`src/rtl/mmio_pkg.sv`:
```
// mmio_pkg: shared types and constants for the MCS-to-Wishbone MMIO bridge.
//   bridge_state_t : bridge FSM states
//   BASE_HI        : IO_address[31:24] value selecting the MMIO window
//   ERR_DATA       : read data returned when a slot fails to acknowledge
package mmio_pkg;

  typedef enum logic [1:0] {
    IDLE = 2'd0,
    BUS  = 2'd1,
    RESP = 2'd2
  } bridge_state_t;

  localparam logic [7:0]  BASE_HI  = 8'hC0;
  localparam logic [31:0] ERR_DATA = 32'hDEAD_BEEF;

endpackage

```
`src/rtl/mcs_wb_bridge.sv`:
```
// mcs_wb_bridge: turns MicroBlaze MCS I/O bus accesses into single-beat Wishbone master cycles
// for the MMIO slots. One transaction in flight at a time; an ACK timeout guards the CPU.
//
// Ports
//   CLK, RST                 clock, asynchronous active-low reset
//   IO_addr_strobe           MCS new-access pulse
//   IO_read_strobe           MCS read qualifier
//   IO_write_strobe          MCS write qualifier
//   IO_address               MCS byte address
//   IO_write_data            MCS write data
//   IO_read_data             read data, zero unless IO_ready is high
//   IO_ready                 one-cycle completion pulse
//   WB_CYC, WB_STB, WB_WE    Wishbone master controls
//   WB_ADDR, WB_DAT_O        Wishbone word address and write data
//   WB_DAT_I, WB_ACK         Wishbone read data and acknowledge
//   bus_err                  sticky timeout flag, cleared only by reset
module mcs_wb_bridge
  import mmio_pkg::*;
#(
  parameter int unsigned ADDR_W   = 21,
  parameter logic [7:0]  BASE_HI  = mmio_pkg::BASE_HI,
  parameter int unsigned TIMEOUT  = 16,
  parameter logic [31:0] ERR_DATA = mmio_pkg::ERR_DATA
) (
  input  logic              CLK,
  input  logic              RST,
  input  logic              IO_addr_strobe,
  input  logic              IO_read_strobe,
  input  logic              IO_write_strobe,
  input  logic [31:0]       IO_address,
  input  logic [31:0]       IO_write_data,
  output logic [31:0]       IO_read_data,
  output logic              IO_ready,
  output logic              WB_CYC,
  output logic              WB_STB,
  output logic              WB_WE,
  output logic [ADDR_W-1:0] WB_ADDR,
  output logic [31:0]       WB_DAT_O,
  input  logic [31:0]       WB_DAT_I,
  input  logic              WB_ACK,
  output logic              bus_err
);

  localparam int unsigned CntW = (TIMEOUT > 2) ? $clog2(TIMEOUT) : 1;
  localparam logic [CntW-1:0] CntLast = CntW'(TIMEOUT - 1);

  bridge_state_t     state_q, state_d;
  logic [CntW-1:0]   cnt_q, cnt_d;
  logic [ADDR_W-1:0] addr_q, addr_d;
  logic [31:0]       wdata_q, wdata_d;
  logic              we_q, we_d;
  logic [31:0]       rdata_q, rdata_d;
  logic              cyc_q, cyc_d;
  logic              ready_q, ready_d;
  logic              err_q, err_d;

  logic valid_req;
  logic in_window;
  logic unused_addr;

  // Exactly one of read/write must accompany the strobe; anything else is dropped.
  assign valid_req   = IO_addr_strobe & (IO_read_strobe ^ IO_write_strobe);
  assign in_window   = (IO_address[31:24] == BASE_HI);
  assign unused_addr = ^IO_address;

  always_comb begin
    state_d = state_q;
    cnt_d   = cnt_q;
    addr_d  = addr_q;
    wdata_d = wdata_q;
    we_d    = we_q;
    rdata_d = rdata_q;
    cyc_d   = cyc_q;
    ready_d = ready_q;
    err_d   = err_q;

    unique case (state_q)
      IDLE: begin
        if (valid_req) begin
          addr_d  = IO_address[ADDR_W+1:2];
          wdata_d = IO_write_data;
          we_d    = IO_write_strobe;
          cnt_d   = '0;
          if (in_window) begin
            state_d = BUS;
            cyc_d   = 1'b1;
          end else begin
            // Unmapped address: answer immediately with zero, no bus cycle.
            state_d = RESP;
            rdata_d = '0;
            ready_d = 1'b1;
          end
        end
      end
      BUS: begin
        if (WB_ACK) begin
          // ACK takes priority over a timeout landing in the same cycle.
          state_d = RESP;
          rdata_d = we_q ? 32'h0 : WB_DAT_I;
          cyc_d   = 1'b0;
          ready_d = 1'b1;
        end else if (cnt_q == CntLast) begin
          state_d = RESP;
          rdata_d = ERR_DATA;
          err_d   = 1'b1;
          cyc_d   = 1'b0;
          ready_d = 1'b1;
        end else begin
          cnt_d = cnt_q + 1'b1;
        end
      end
      RESP: begin
        state_d = IDLE;
        rdata_d = '0;
        ready_d = 1'b0;
        cnt_d   = '0;
      end
      default: begin
        state_d = IDLE;
        cyc_d   = 1'b0;
        ready_d = 1'b0;
        rdata_d = '0;
      end
    endcase
  end

  always_ff @(posedge CLK or negedge RST) begin
    if (!RST) begin
      state_q <= IDLE;
      cnt_q   <= '0;
      addr_q  <= '0;
      wdata_q <= '0;
      we_q    <= 1'b0;
      rdata_q <= '0;
      cyc_q   <= 1'b0;
      ready_q <= 1'b0;
      err_q   <= 1'b0;
    end else begin
      state_q <= state_d;
      cnt_q   <= cnt_d;
      addr_q  <= addr_d;
      wdata_q <= wdata_d;
      we_q    <= we_d;
      rdata_q <= rdata_d;
      cyc_q   <= cyc_d;
      ready_q <= ready_d;
      err_q   <= err_d;
    end
  end

  assign WB_CYC       = cyc_q;
  assign WB_STB       = cyc_q;
  assign WB_WE        = we_q;
  assign WB_ADDR      = addr_q;
  assign WB_DAT_O     = wdata_q;
  assign IO_ready     = ready_q;
  assign IO_read_data = rdata_q;
  assign bus_err      = err_q;

endmodule

```
`config.mk`:
```
export PLATFORM = sky130hd
export DESIGN_NAME = mcs_wb_bridge
export DESIGN_NICKNAME = d
export VERILOG_FILES = /design/src/rtl/mmio_pkg.sv /design/src/rtl/mcs_wb_bridge.sv
export SDC_FILE = /design/constraint.sdc
export NUM_CORES = 1
export LEC_CHECK = 0
export ABC_CLOCK_PERIOD_IN_PS = 1900
export BUFFER_PORTS_ARGS = -buffer_cell sky130_fd_sc_hd__buf_2
export CAP_MARGIN = 20
export CORE_MARGIN = 2
export CORE_UTILIZATION = 46
export CTS_CLUSTER_DIAMETER = 50
export CTS_CLUSTER_SIZE = 40
export DETAILED_ROUTE_END_ITERATION = 16
export PLACE_DENSITY = 0.76
export SLEW_MARGIN = 20
export SYNTH_ARGS = -nofsm -noshare
export SYNTH_HDL_FRONTEND = slang
export SYNTH_SLANG_ARGS = --single-unit
```
`constraint.sdc`:
```
create_clock -name CLK -period 1.9 [get_ports CLK]
set_input_delay 0.19 -clock CLK [delete_from_list [all_inputs] [get_ports CLK]]
set_output_delay 0.19 -clock CLK [all_outputs]
set_load 0.05 [all_outputs]
```
==> summary.txt <==
startpoint types - register
Initial DRC Count - 83
die area - 0.009310 mm2
Starting Density - 47.65%
antenna violations before repair - 0
ports placed on the boundary - 192
area added between synthesis and finish - 31.61%
CP arrival - 2020 ps
total negative setup slack - 0 ps
reg2reg start - cnt_q[0]
x dimension of the die - 96.49 um
post-detail-place hpwl - 6657 um
highest achievable clock rate - 560.2 MHz
detailed-route DRC error count - 0
clock root buffer - sky130_fd_sc_hd__clkbuf_8
first-pass iteration count of the detailed router - 4
filler cell count in the final layout - 681
Port Buf Inserts - 188
Critical Path Start - cnt_q[0]
most common cell after layout, fill and taps aside - sky130_fd_sc_hd__buf_2
Setup crit end - IO_read_data[8]
height of the die - 96.49 um
area after detailed placement - 0.004971 mm2
WP buf/inv - 0
area of the multi-input gates - 0.001439 mm2
critical-path maximum fanout - 17
slew of the pin with the lowest slew margin - 650.8 ps
weighted congestion at the end of routability-driven global placement - 0.7496
number of core rows - 33
RSZ-0062 raised after global routing - false
data required time at the worst endpoint - 2140 ps
worst hold slack across all endpoints - 51.26 ps
fraction of synthesized cell area taken by the top area cell type - 60.41%
fraction of layout instances using a drive strength above 1 - 56.29%
leakage power - 0.002897 uW
clock latency on the worst-skew pair - 350 ps
CP Class - register to register
Worst Setup End Kind - register
Routed WL - 9130 um
clock transition at the registers of the reported paths - 100 ps
maximum VDD drop - 1.372 mV
number of setup buffers added after CTS - 0
Final setup viols - 0
Hold WC Path Type - primary input to register
compound-gate portion of the synthesized area - 11.80%
synthesized area - 0.003935 mm2
Tmin final - 1785 ps
Core Box Area - 0.008258 mm2
largest area contributor in the synthesized netlist - sky130_fd_sc_hd__dfrtp_1
pins over their slew limit - 0
cell breakdown of the critical path - ha_1, and3_1, or3_4, nand3_4, a22o_1
worst clock skew on the final layout - 12.89 ps
FF-to-FF setup slack - 110 ps
wire per inst - 15.47 um
logic depth of the worst setup path including buffers - 5
average footprint of a synthesized cell - 13.62 um2
commonest cells after routing, fill and taps aside - sky130_fd_sc_hd__buf_2 (187), sky130_fd_sc_hd__dfrtp_1 (95), sky130_fd_sc_hd__mux2_2 (54)
category of cells accounting for the largest share of critical-path delay - simple AND/OR/NAND/NOR gates
total CTS buffers - 9
leading cell types by total area after synthesis - sky130_fd_sc_hd__dfrtp_1 (60%), sky130_fd_sc_hd__mux2_2 (15%), sky130_fd_sc_hd__a21o_1 (4.8%)
Final Cycle Share - 93.95%
Storage cell area - 0.002377 mm2
register bit total from synthesis - 95
wire length of the first global-routing pass - 13380 um
number of routed nets with antenna violations - 0
capture point of the worst reg-to-reg path - IO_read_data[8]
total power of the final layout - 8375 uW
final hold violations - 0
mux cell area share after synthesis - 15.45%
diodes inserted - 0
combinational family with the most area after synthesis - multiplexers
synthesized-area fraction occupied by xor and xnor cells - 0.4452%
sequential cell area fraction in the yosys report - 60.41%
Max-Slew Margin vs Limit - 56.42%
total power divided by cell area - 1617 mW/mm2
largest stage delay on the critical path - 400 ps
count of max-cap constraint violations - 0
maximum number of pins on one net before global-route repair - 55
synthesized net count - 392
Most used DFF post-synth - sky130_fd_sc_hd__dfrtp_1
overall via count from detail_route - 2947
async set-or-reset flop fraction in the synthesized netlist - 100.0%
YS warnings - 0
outcome - complete, no violations
synthesized instance count - 289
Overflow after GRT - 0
clock tree from TritonCTS - built
simple-gate area share of the yosys netlist - 8.108%
depth of the worst register-to-register path - 5
final design area excluding fillers - 0.005179 mm2
overall global routing resource usage - 18.75%
detail-routed via count per cell - 4.995
deepest clock path buffer count - 2
cell with the largest stage delay on the worst path - sky130_fd_sc_hd__dfrtp_1
net total in the final layout - 583
H-Tree Depth - 3
number of global-route vias before repair - 2832
CTS sink cnt - 95
final core utilization - 62.71%
area share of fa/ha/maj cells after synthesis - 0.3180%
count of distinct cell types in the synthesized netlist - 31
number of enable flip-flop cells after synthesis - 0
==> report_power, final <==
part           leakage (uW)  switching, uW  internal [uW]
registers           0.00120            325           2640
clock network     0.0000842            733            492
logic               0.00161           3020           1170
==> kinds of logic after synthesis <==
family,after synthesis
xor gates and xnor gates,2
muxes,54
and+or+nand+nor,50
DFF,95
AOI/OAI and AO/OA,69
buffers and inverters,18
adders and majority gates,1
==> worst min-delay path by stage <==
stage / endpoint / depth (start not counted) / start
after floorplan: IO_read_data[0] / 0 / RST
after global routing: WB_DAT_O[7] / 2 / IO_write_data[7]
after global placement: WB_DAT_O[10] / 1 / RST
after CTS: IO_read_data[29] / 2 / WB_DAT_I[29]
final: IO_read_data[29] / 2 / WB_DAT_I[29]
after detailed placement: WB_DAT_O[11] / 1 / RST
==> routing by layer <==
metal / GRT usage, % / vias up / part of all wire, %
met4: 6.338 / 0 / 1.5
li1: - / 1406 / -
met3: 7.215 / 13 / 10
met5: 0 / - / 0
met1: 23.29 / 1400 / 41
met2: 30.21 / 128 / 47
==> state kept, by name (all words and copies together) (netlist names) <==
signal        flops
IO_ready          1
state_q           2
bus_err           1
WB_ADDR          21
cnt_q             4
WB_WE             1
WB_CYC            1
IO_read_data     32
WB_DAT_O         32
==> worst register-to-register path: stages, from the launching register on <==
cell and delay (ps):
sky130_fd_sc_hd__dfrtp_1 400, sky130_fd_sc_hd__ha_1 200, sky130_fd_sc_hd__and3_1 300, sky130_fd_sc_hd__or3_4 230, sky130_fd_sc_hd__nand3_4 230, sky130_fd_sc_hd__a22o_1 320
==> synthesized netlist by cell type, types with 2 or more instances <==
cell,instances
sky130_fd_sc_hd__clkbuf_1,5
sky130_fd_sc_hd__a22o_1,10
sky130_fd_sc_hd__nor3_1,5
sky130_fd_sc_hd__xor2_1,2
sky130_fd_sc_hd__buf_6,8
sky130_fd_sc_hd__buf_2,4
sky130_fd_sc_hd__dfrtp_1,95
sky130_fd_sc_hd__nand2b_1,24
sky130_fd_sc_hd__mux2_2,54
sky130_fd_sc_hd__nor2_1,6
sky130_fd_sc_hd__a21oi_1,28
sky130_fd_sc_hd__nand3_1,3
sky130_fd_sc_hd__a21o_1,25
sky130_fd_sc_hd__nor4_1,3
==> stage by stage <==
step,std cells,setup WS [ps]
6_report,590,114.9
5_1_grt,590,23.61
4_1_cts,589,24.83
3_5_place_dp,572,37.77
3_3_place_gp,572,90.79
2_1_floorplan,289,250.5
==> timing repair <==
item,4_1_cts,5_1_grt
hold buffers,1,0
endpoints found under the setup margin,0,32
hold endpoints to repair,49,0
gates resized for setup,0,1
==> cell type report <==
| class | instances | share of cell area, % |
|---|---|---|
| repair buffers | 197 | 20.29 |
| clock buffers | 9 | 2.392 |
| clock inverters | 7 | 1.087 |
| flip-flops and latches | 95 | 45.90 |
| multi-input cells | 177 | 27.78 |
| well taps | 105 | 2.537 |
Note: power is estimated with default switching activity, not from simulation.
